===== src/rtl/script_pkg.sv =====
// Shared types and constants for the RemoteComm command script player.
// Opcodes sit in the top nibble of each 16-bit command word.
package script_pkg;

  typedef enum logic [2:0] {
    IDLE,
    SEND,
    WAIT_SNT,
    WAIT_RESP,
    FIN
  } state_t;

  typedef enum logic [1:0] {
    NONE  = 2'd0,
    NACK  = 2'd1,
    TMO   = 2'd2,
    EARLY = 2'd3
  } err_t;

  localparam logic [7:0] ACK_BYTE  = 8'hA5;
  localparam logic [7:0] NACK_BYTE = 8'hFF;

  localparam logic [3:0] OP_CAL  = 4'h2;
  localparam logic [3:0] OP_TOUR = 4'h7;

  function automatic logic [15:0] mk_cmd(
    input logic [3:0]  op,
    input logic [11:0] arg
  );
    return {op, arg};
  endfunction

  localparam logic [15:0] CAL_GYRO   = mk_cmd(OP_CAL, 12'h000);
  localparam logic [15:0] TOUR_START = mk_cmd(OP_TOUR, 12'h030);

endpackage


===== src/rtl/script_mem.sv =====
// Script storage: DEPTH x 16 flop array, one write port,
// one asynchronous read port, cleared on reset.
module script_mem #(
  parameter int DEPTH = 16
) (
  input  logic                     clk,
  input  logic                     rst_n,
  input  logic                     wr_en,
  input  logic [$clog2(DEPTH)-1:0] wr_addr,
  input  logic [15:0]              wr_data,
  input  logic [$clog2(DEPTH)-1:0] rd_addr,
  output logic [15:0]              rd_data
);

  logic [15:0] mem [DEPTH];

  always_ff @(posedge clk or negedge rst_n) begin
    if (!rst_n) begin
      for (int i = 0; i < DEPTH; i++) mem[i] <= '0;
    end else if (wr_en) begin
      mem[wr_addr] <= wr_data;
    end
  end

  assign rd_data = mem[rd_addr];

endmodule


===== src/rtl/cmd_script_player.sv =====
// Plays a stored command script into RemoteComm one word at a time,
// checks each response byte and reports the first failure.
module cmd_script_player
  import script_pkg::*;
#(
  parameter int         DEPTH = 16,
  parameter int         TO_W  = 26,
  parameter logic [7:0] ACK   = ACK_BYTE
) (
  input  logic                     clk,
  input  logic                     rst_n,
  input  logic                     wr_en,
  input  logic [$clog2(DEPTH)-1:0] wr_addr,
  input  logic [15:0]              wr_data,
  input  logic [$clog2(DEPTH):0]   num_cmds,
  input  logic                     start,
  output logic [15:0]              cmd,
  output logic                     snd_cmd,
  input  logic                     cmd_snt,
  input  logic                     resp_rdy,
  input  logic [7:0]               resp,
  output logic                     busy,
  output logic                     done,
  output logic                     pass,
  output logic [$clog2(DEPTH)-1:0] err_idx,
  output logic [1:0]               err_code
);

  localparam int AW = $clog2(DEPTH);
  // Leaving the wait state on this value lands the counter on all-ones.
  localparam logic [TO_W-1:0] TMO_LAST = {{(TO_W-1){1'b1}}, 1'b0};

  state_t          state, state_nxt;
  logic [AW-1:0]   idx;
  logic [AW:0]     count;
  logic [TO_W-1:0] tmo;
  logic [15:0]     rd_data;
  logic            tmo_hit, last, wr_ok;
  logic            go_run, go_empty, load, adv;
  logic            ok, fail, fin, tmo_clr;
  err_t            fail_code;

  assign wr_ok   = wr_en && !busy;
  assign tmo_hit = (tmo == TMO_LAST);
  assign last    = ({1'b0, idx} == count - 1'b1);

  script_mem #(.DEPTH(DEPTH)) u_mem (
    .clk     (clk),
    .rst_n   (rst_n),
    .wr_en   (wr_ok),
    .wr_addr (wr_addr),
    .wr_data (wr_data),
    .rd_addr (idx),
    .rd_data (rd_data)
  );

  always_ff @(posedge clk or negedge rst_n) begin
    if (!rst_n) state <= IDLE;
    else        state <= state_nxt;
  end

  always_comb begin
    state_nxt = state;
    unique case (1'b1)
      go_empty, fail, ok: state_nxt = FIN;
      go_run, adv:        state_nxt = SEND;
      load:               state_nxt = WAIT_SNT;
      tmo_clr:            state_nxt = WAIT_RESP;
      fin:                state_nxt = IDLE;
      default:            state_nxt = state;
    endcase
  end

  always_comb begin
    go_run    = 1'b0;
    go_empty  = 1'b0;
    load      = 1'b0;
    adv       = 1'b0;
    ok        = 1'b0;
    fail      = 1'b0;
    fin       = 1'b0;
    tmo_clr   = 1'b0;
    fail_code = NONE;
    case (state)
      IDLE: begin
        if (start) begin
          go_empty = (num_cmds == '0);
          go_run   = (num_cmds != '0);
        end
      end
      SEND: load = 1'b1;
      WAIT_SNT: begin
        // A response before cmd_snt is early even if both land together.
        if (resp_rdy) begin
          fail      = 1'b1;
          fail_code = EARLY;
        end else if (tmo_hit) begin
          fail      = 1'b1;
          fail_code = TMO;
        end else if (cmd_snt) begin
          tmo_clr = 1'b1;
        end
      end
      WAIT_RESP: begin
        if (resp_rdy) begin
          if (resp != ACK) begin
            fail      = 1'b1;
            fail_code = NACK;
          end else if (last) begin
            ok = 1'b1;
          end else begin
            adv = 1'b1;
          end
        end else if (tmo_hit) begin
          fail      = 1'b1;
          fail_code = TMO;
        end
      end
      FIN:     fin = 1'b1;
      default: fin = 1'b0;
    endcase
  end

  always_ff @(posedge clk or negedge rst_n) begin
    if (!rst_n) begin
      cmd      <= '0;
      snd_cmd  <= 1'b0;
      busy     <= 1'b0;
      done     <= 1'b0;
      pass     <= 1'b0;
      err_idx  <= '0;
      err_code <= '0;
      idx      <= '0;
      count    <= '0;
      tmo      <= '0;
    end else begin
      snd_cmd <= load;
      if (go_run || go_empty) begin
        busy     <= go_run;
        done     <= 1'b0;
        pass     <= go_empty;
        err_idx  <= '0;
        err_code <= NONE;
        count    <= num_cmds;
        idx      <= '0;
      end
      if (load) cmd <= rd_data;
      if (load || tmo_clr) tmo <= '0;
      else if (state == WAIT_SNT || state == WAIT_RESP) tmo <= tmo + 1'b1;
      if (adv) idx <= idx + 1'b1;
      if (ok) pass <= 1'b1;
      if (fail) begin
        pass     <= 1'b0;
        err_idx  <= idx;
        err_code <= fail_code;
      end
      if (fin) begin
        done <= 1'b1;
        busy <= 1'b0;
      end
    end
  end

endmodule


===== config.mk =====
export PLATFORM = sky130hd
export DESIGN_NAME = cmd_script_player
export DESIGN_NICKNAME = d
export VERILOG_FILES = /design/src/rtl/script_pkg.sv /design/src/rtl/script_mem.sv /design/src/rtl/cmd_script_player.sv
export SDC_FILE = /design/constraint.sdc
export NUM_CORES = 1
export LEC_CHECK = 0
export ABC_AREA = 1
export BUFFER_PORTS_ARGS = -buffer_cell sky130_fd_sc_hd__buf_2
export CAP_MARGIN = 20
export CORE_MARGIN = 3
export CORE_UTILIZATION = 40
export CTS_CLUSTER_SIZE = 40
export DETAILED_ROUTE_END_ITERATION = 7
export HOLD_SLACK_MARGIN = 0.12
export PLACE_DENSITY = 0.64
export SYNTH_ARGS = -nofsm -noshare
export SYNTH_HDL_FRONTEND = slang
export SYNTH_SLANG_ARGS = --single-unit

===== constraint.sdc =====
create_clock -name clk -period 2.15 [get_ports clk]
set_clock_uncertainty 0.2 [all_clocks]
set_input_delay 0.215 -clock clk [delete_from_list [all_inputs] [get_ports clk]]
set_output_delay 0.215 -clock clk [all_outputs]
set_load 0.02 [all_outputs]

==> results.md <==
* Syn Inst Count at ~1700
* Clock buffer count from CTS at 37
* Post-synth top flop: dfrtp_1
* Yosys reg bits at 320
* Main combinational cell family by area after synthesis: simple AND/OR/NAND/NOR gates
* Max-cap violation count at 0
* CTS HTree Levels at 2
* Post-synth ARST share at 1.00
* Post-synthesis simple-gate area fraction at 0.199
* DRC at 0
* CTS root buf: clkbuf_16
* NetSw at 0.00396 W
* Clock tree buffer depth at 3
* Via count at about 13000
* Part of the power in combinational logic at 0.104
* Critical Path Max Stage Delay at slightly below 0.6 ns
* Final nets at about 1800
* Internal at ~0.012 W
* Register area at 0.00801 mm2
* Fmax at 489 MHz
* Endpoints failing hold at 0
* Clock transition at path regs at 0.05 ns
* Die width at a little under 200 um
* Sw Share at 0.251
* Total power divided by cell area at 918 mW/mm2
* Endpoints failing setup at 0
* Mux share of post-synthesis cell area at 0
* XOR/XNOR share of the synthesized area at 0.00779
* Worst setup SP type: input port
* Area post-placement at around 0.016 mm2
* Area Overhead vs Synth at 17.7%
* Fillers at between 3000 and 4000
* 1st-iter DRT viols at around 960
* Status: complete, no violations
* CP delay by family, top: buffers and inverters
* Worst Tran Pin Value at approximately 0.48 ns
* Post-placement cell count at about 2200
* Die area at roughly 0.039 mm2
* WP data arrival at approximately 2.3 ns
* DIE HEIGHT at around 200 um
* Slowest-stage cell, CP: dlygate4sd3_1
* CP Cell Sequence: dlygate4sd3_1 > buf_2 > nor3_1 > dlygate4sd3_1 > nand2_2 > nor2_4 > nand3_1 > nand2_2 > nor2_4 > nand3_1 > nand2_1
* Synth warnings at 0
* Final core occ at 0.480
* Avg Inst Size Synth at approximately 8.4 um2
* DR pass1 iterations at 5
* IO Port Bufs at 64
* Grt ovf at 0
* All-Layer GR Usage at 0.210
* Hold WS at ~0.20 ns
* Post-Layout Cell Count at around 2300
* Min-Delay Endpoint: u_mem.mem[143]$_DFFE_PN0P_
* Dpl hpwl at approximately 23000 um
* CP required at around 2.4 ns
* RR Startpoint: state[1]$_DFFE_PN0P_
* Buf/Inv on CP at 3
* Sequential area share after synthesis at 0.548
* CTS tree: yes
* Static leakage at a little under 8 nW
* Vias in the first global route at around 12000
* Period utilization at 0.951
* Worst vdd ir at around 0.57 mV
* Worst-skew pair later-pin latency at between 0.5 and 0.6 ns
* TritonCTS Sinks at 320
* Syn Nets at about 1800
* Final instance area at around 0.017 mm2
* Core Box Area at around 0.036 mm2
* R2R Path End: count[0]$_DFFE_PN0P_
* Adder-cell share of the synthesized area at 0.00342
* Hold depth at 5
* Routed WL at around 40000 um
* Multi-input logic area at ~0.0059 mm2
* Syn Std Cell Area at 0.0146 mm2
* Top-Level Pins at 65
* First-pass GRT wire length at 65500 um
* Path depth of the worst reg2reg path at 6
* Fin crit period at ~2 ns
* Flop2flop setup slack at roughly 0.14 ns
* Unique cell type count in the Yosys netlist at 39
* Largest net degree at the start of global routing at 85
* Routability cong. at about 0.84
* Antenna violations before repair at 0
* Clock Power Share at 0.420
* Routed len/inst at roughly 18 um
* Post-synthesis compound-gate area fraction at 0.188
* Row cnt at between 60 and 70
* Pre-CTS setup slack at approximately 0.17 ns
* Max-slew violations at 0
* Hold Crit Class: input port to flop
* Min-delay src: wr_addr[3]
* Worst setup path category: input port to flop
* Share of cells above drive strength 1 at 0.121
* Critical Path End Type: flop
* Setup WS post-layout at 0.105 ns
* Via density at 5.48
* EDFF count, synth at 0
* Largest fanout on the critical path at 4
* Final ANT Viol Nets at 0
* Initial Util at 0.408
* Slew headroom at 0.676
* Reg power frac at 0.476
* Antenna diode count at 0
-- worst register-to-register path, stage by stage, from the launching register on --
cell and delay, ns:
dfrtp_1 0.43, nor2_1 0.19, nand3_2 0.18, buf_4 0.21, nand2_1 0.05, o21ai_0 0.07, dlygate4sd3_1 0.56
-- per-layer routing --
layer,wire [um],part of all wire,global-route usage
met1,19200,0.47,0.309
met2,18400,0.45,0.327
met3,2650,0.064,0.0317
met4,933,0.023,0.0578
met5,0,0,0
-- power by group through the flow --
stage / sequential (W) / clock (W) / combinational (W)
2_1_floorplan: 0.00747 / 0 / 0.00118
3_3_place_gp: 0.00756 / 0 / 0.00155
4_1_cts: 0.00750 / 0.00675 / 0.00167
3_5_place_dp: 0.00759 / 0 / 0.00162
6_report: 0.00751 / 0.00663 / 0.00165
5_1_grt: 0.00762 / 0.00698 / 0.00198
-- layout make-up --
cell class,instances,area share
clock buffer,51,0.0628
timing repair buffer,151,0.0707
clock inverter,13,0.0118
sequential,320,0.466
inverter,70,0.0153
tap,461,0.0335
multi-input combinational,1225,0.340
-- synthesized netlist by cell type, types with 2 or more instances --
master    count  area, um2
o22ai_1       6       37.5
a21oi_1      10       50.1
nor3_1        7       35.0
o31ai_2       2       25.0
nand2_1     354       1330
inv_2         8       30.0
buf_1         2       7.51
nand3_2       3       30.0
clkbuf_1     96        360
buf_6         3       33.8
nand2_2       5       31.3
ha_1          4       50.1
nor2_4        4       45.0
o211ai_1     46        345
nand4_1       8       50.1
o21bai_1      2       15.0
buf_4         4       30.0
nor2_1      241        905
o221ai_1     15        131
o21ai_0     397       1990
o21ai_1       3       15.0
xor2_1        9       78.8
xnor2_1       4       35.0
dfrtp_1     320       8010
nor3_2        7       70.1
inv_1        60        225
buf_2        20        100
nor2_2        2       12.5
nand3_1      71        355
a31oi_1      18        113
-- state kept, by name, indices dropped and copies added, names as in the netlist --
| register | count |
|---|---|
| snd_cmd | 1 |
| busy | 1 |
| idx | 4 |
| err_idx | 4 |
| count | 5 |
| pass | 1 |
| err_code | 2 |
| done | 1 |
| tmo | 26 |
| cmd | 16 |
| u_mem.mem | 256 |
| state | 3 |
-- worst max path at each step --
stage	slack, ns	start	to	cells past startpoint
floorplan	0.34	count[0]$_DFFE_PN0P_	state[2]$_DFFE_PN0P_	13
detailed placement	0.17	state[1]$_DFFE_PN0P_	tmo[22]$_DFFE_PN0P_	9
CTS	0.06	state[2]$_DFFE_PN0P_	count[0]$_DFFE_PN0P_	7
global route	-0.003	tmo[0]$_DFFE_PN0P_	tmo[22]$_DFFE_PN0P_	12
global placement	0.22	count[0]$_DFFE_PN0P_	state[0]$_DFFE_PN0P_	13
finish	0.11	resp[3]	state[1]$_DFFE_PN0P_	11
-- placed cells by master (no fill, tap or decap), types with 3 or more instances in the layout --
cell / count
a21oi_1: 10
a31oi_1: 18
buf_12: 12
buf_2: 63
buf_4: 42
bufinv_16: 5
clkbuf_1: 6
clkbuf_16: 39
clkbuf_8: 6
clkinv_2: 5
dfrtp_1: 319
dlygate4sd3_1: 33
ha_1: 4
inv_1: 59
inv_2: 9
nand2_1: 351
nand2_2: 8
nand3_1: 68
nand3_2: 6
nand4_1: 8
nor2_1: 239
nor2_4: 6
nor3_1: 7
nor3_2: 6
o211ai_1: 46
o21ai_0: 397
o21ai_1: 3
o221ai_1: 15
o22ai_1: 6
xnor2_1: 4
xor2_1: 9
-- cells by family (layout without fill, tap and decap cells) --
family / Yosys count / in the layout
AO/OA/AOI/OAI: 501 / 501
XOR/XNOR: 13 / 13
adder cells (fa/ha/maj): 4 / 4
buffers and inverters: 195 / 285
flip-flops: 320 / 320
AND/OR/NAND/NOR: 707 / 707
-- through the flow --
| step | power [W] | setup TNS, ns |
|---|---|---|
| floorplan | 0.00864 | 0 |
| global placement | 0.00911 | 0 |
| detailed placement | 0.00921 | 0 |
| CTS | 0.0159 | 0 |
| global route | 0.0166 | -0.00313 |
| finish | 0.0158 | 0 |
-- timing repair --
action | in CTS | in global routing
hold buffers | 33 | 0
resized for setup | 0 | 10
setup endpoints to repair | 0 | 8
hold endpoints to repair | 597 | 0
setup buffers | 0 | 5
Power figures use the tool's default switching activity.
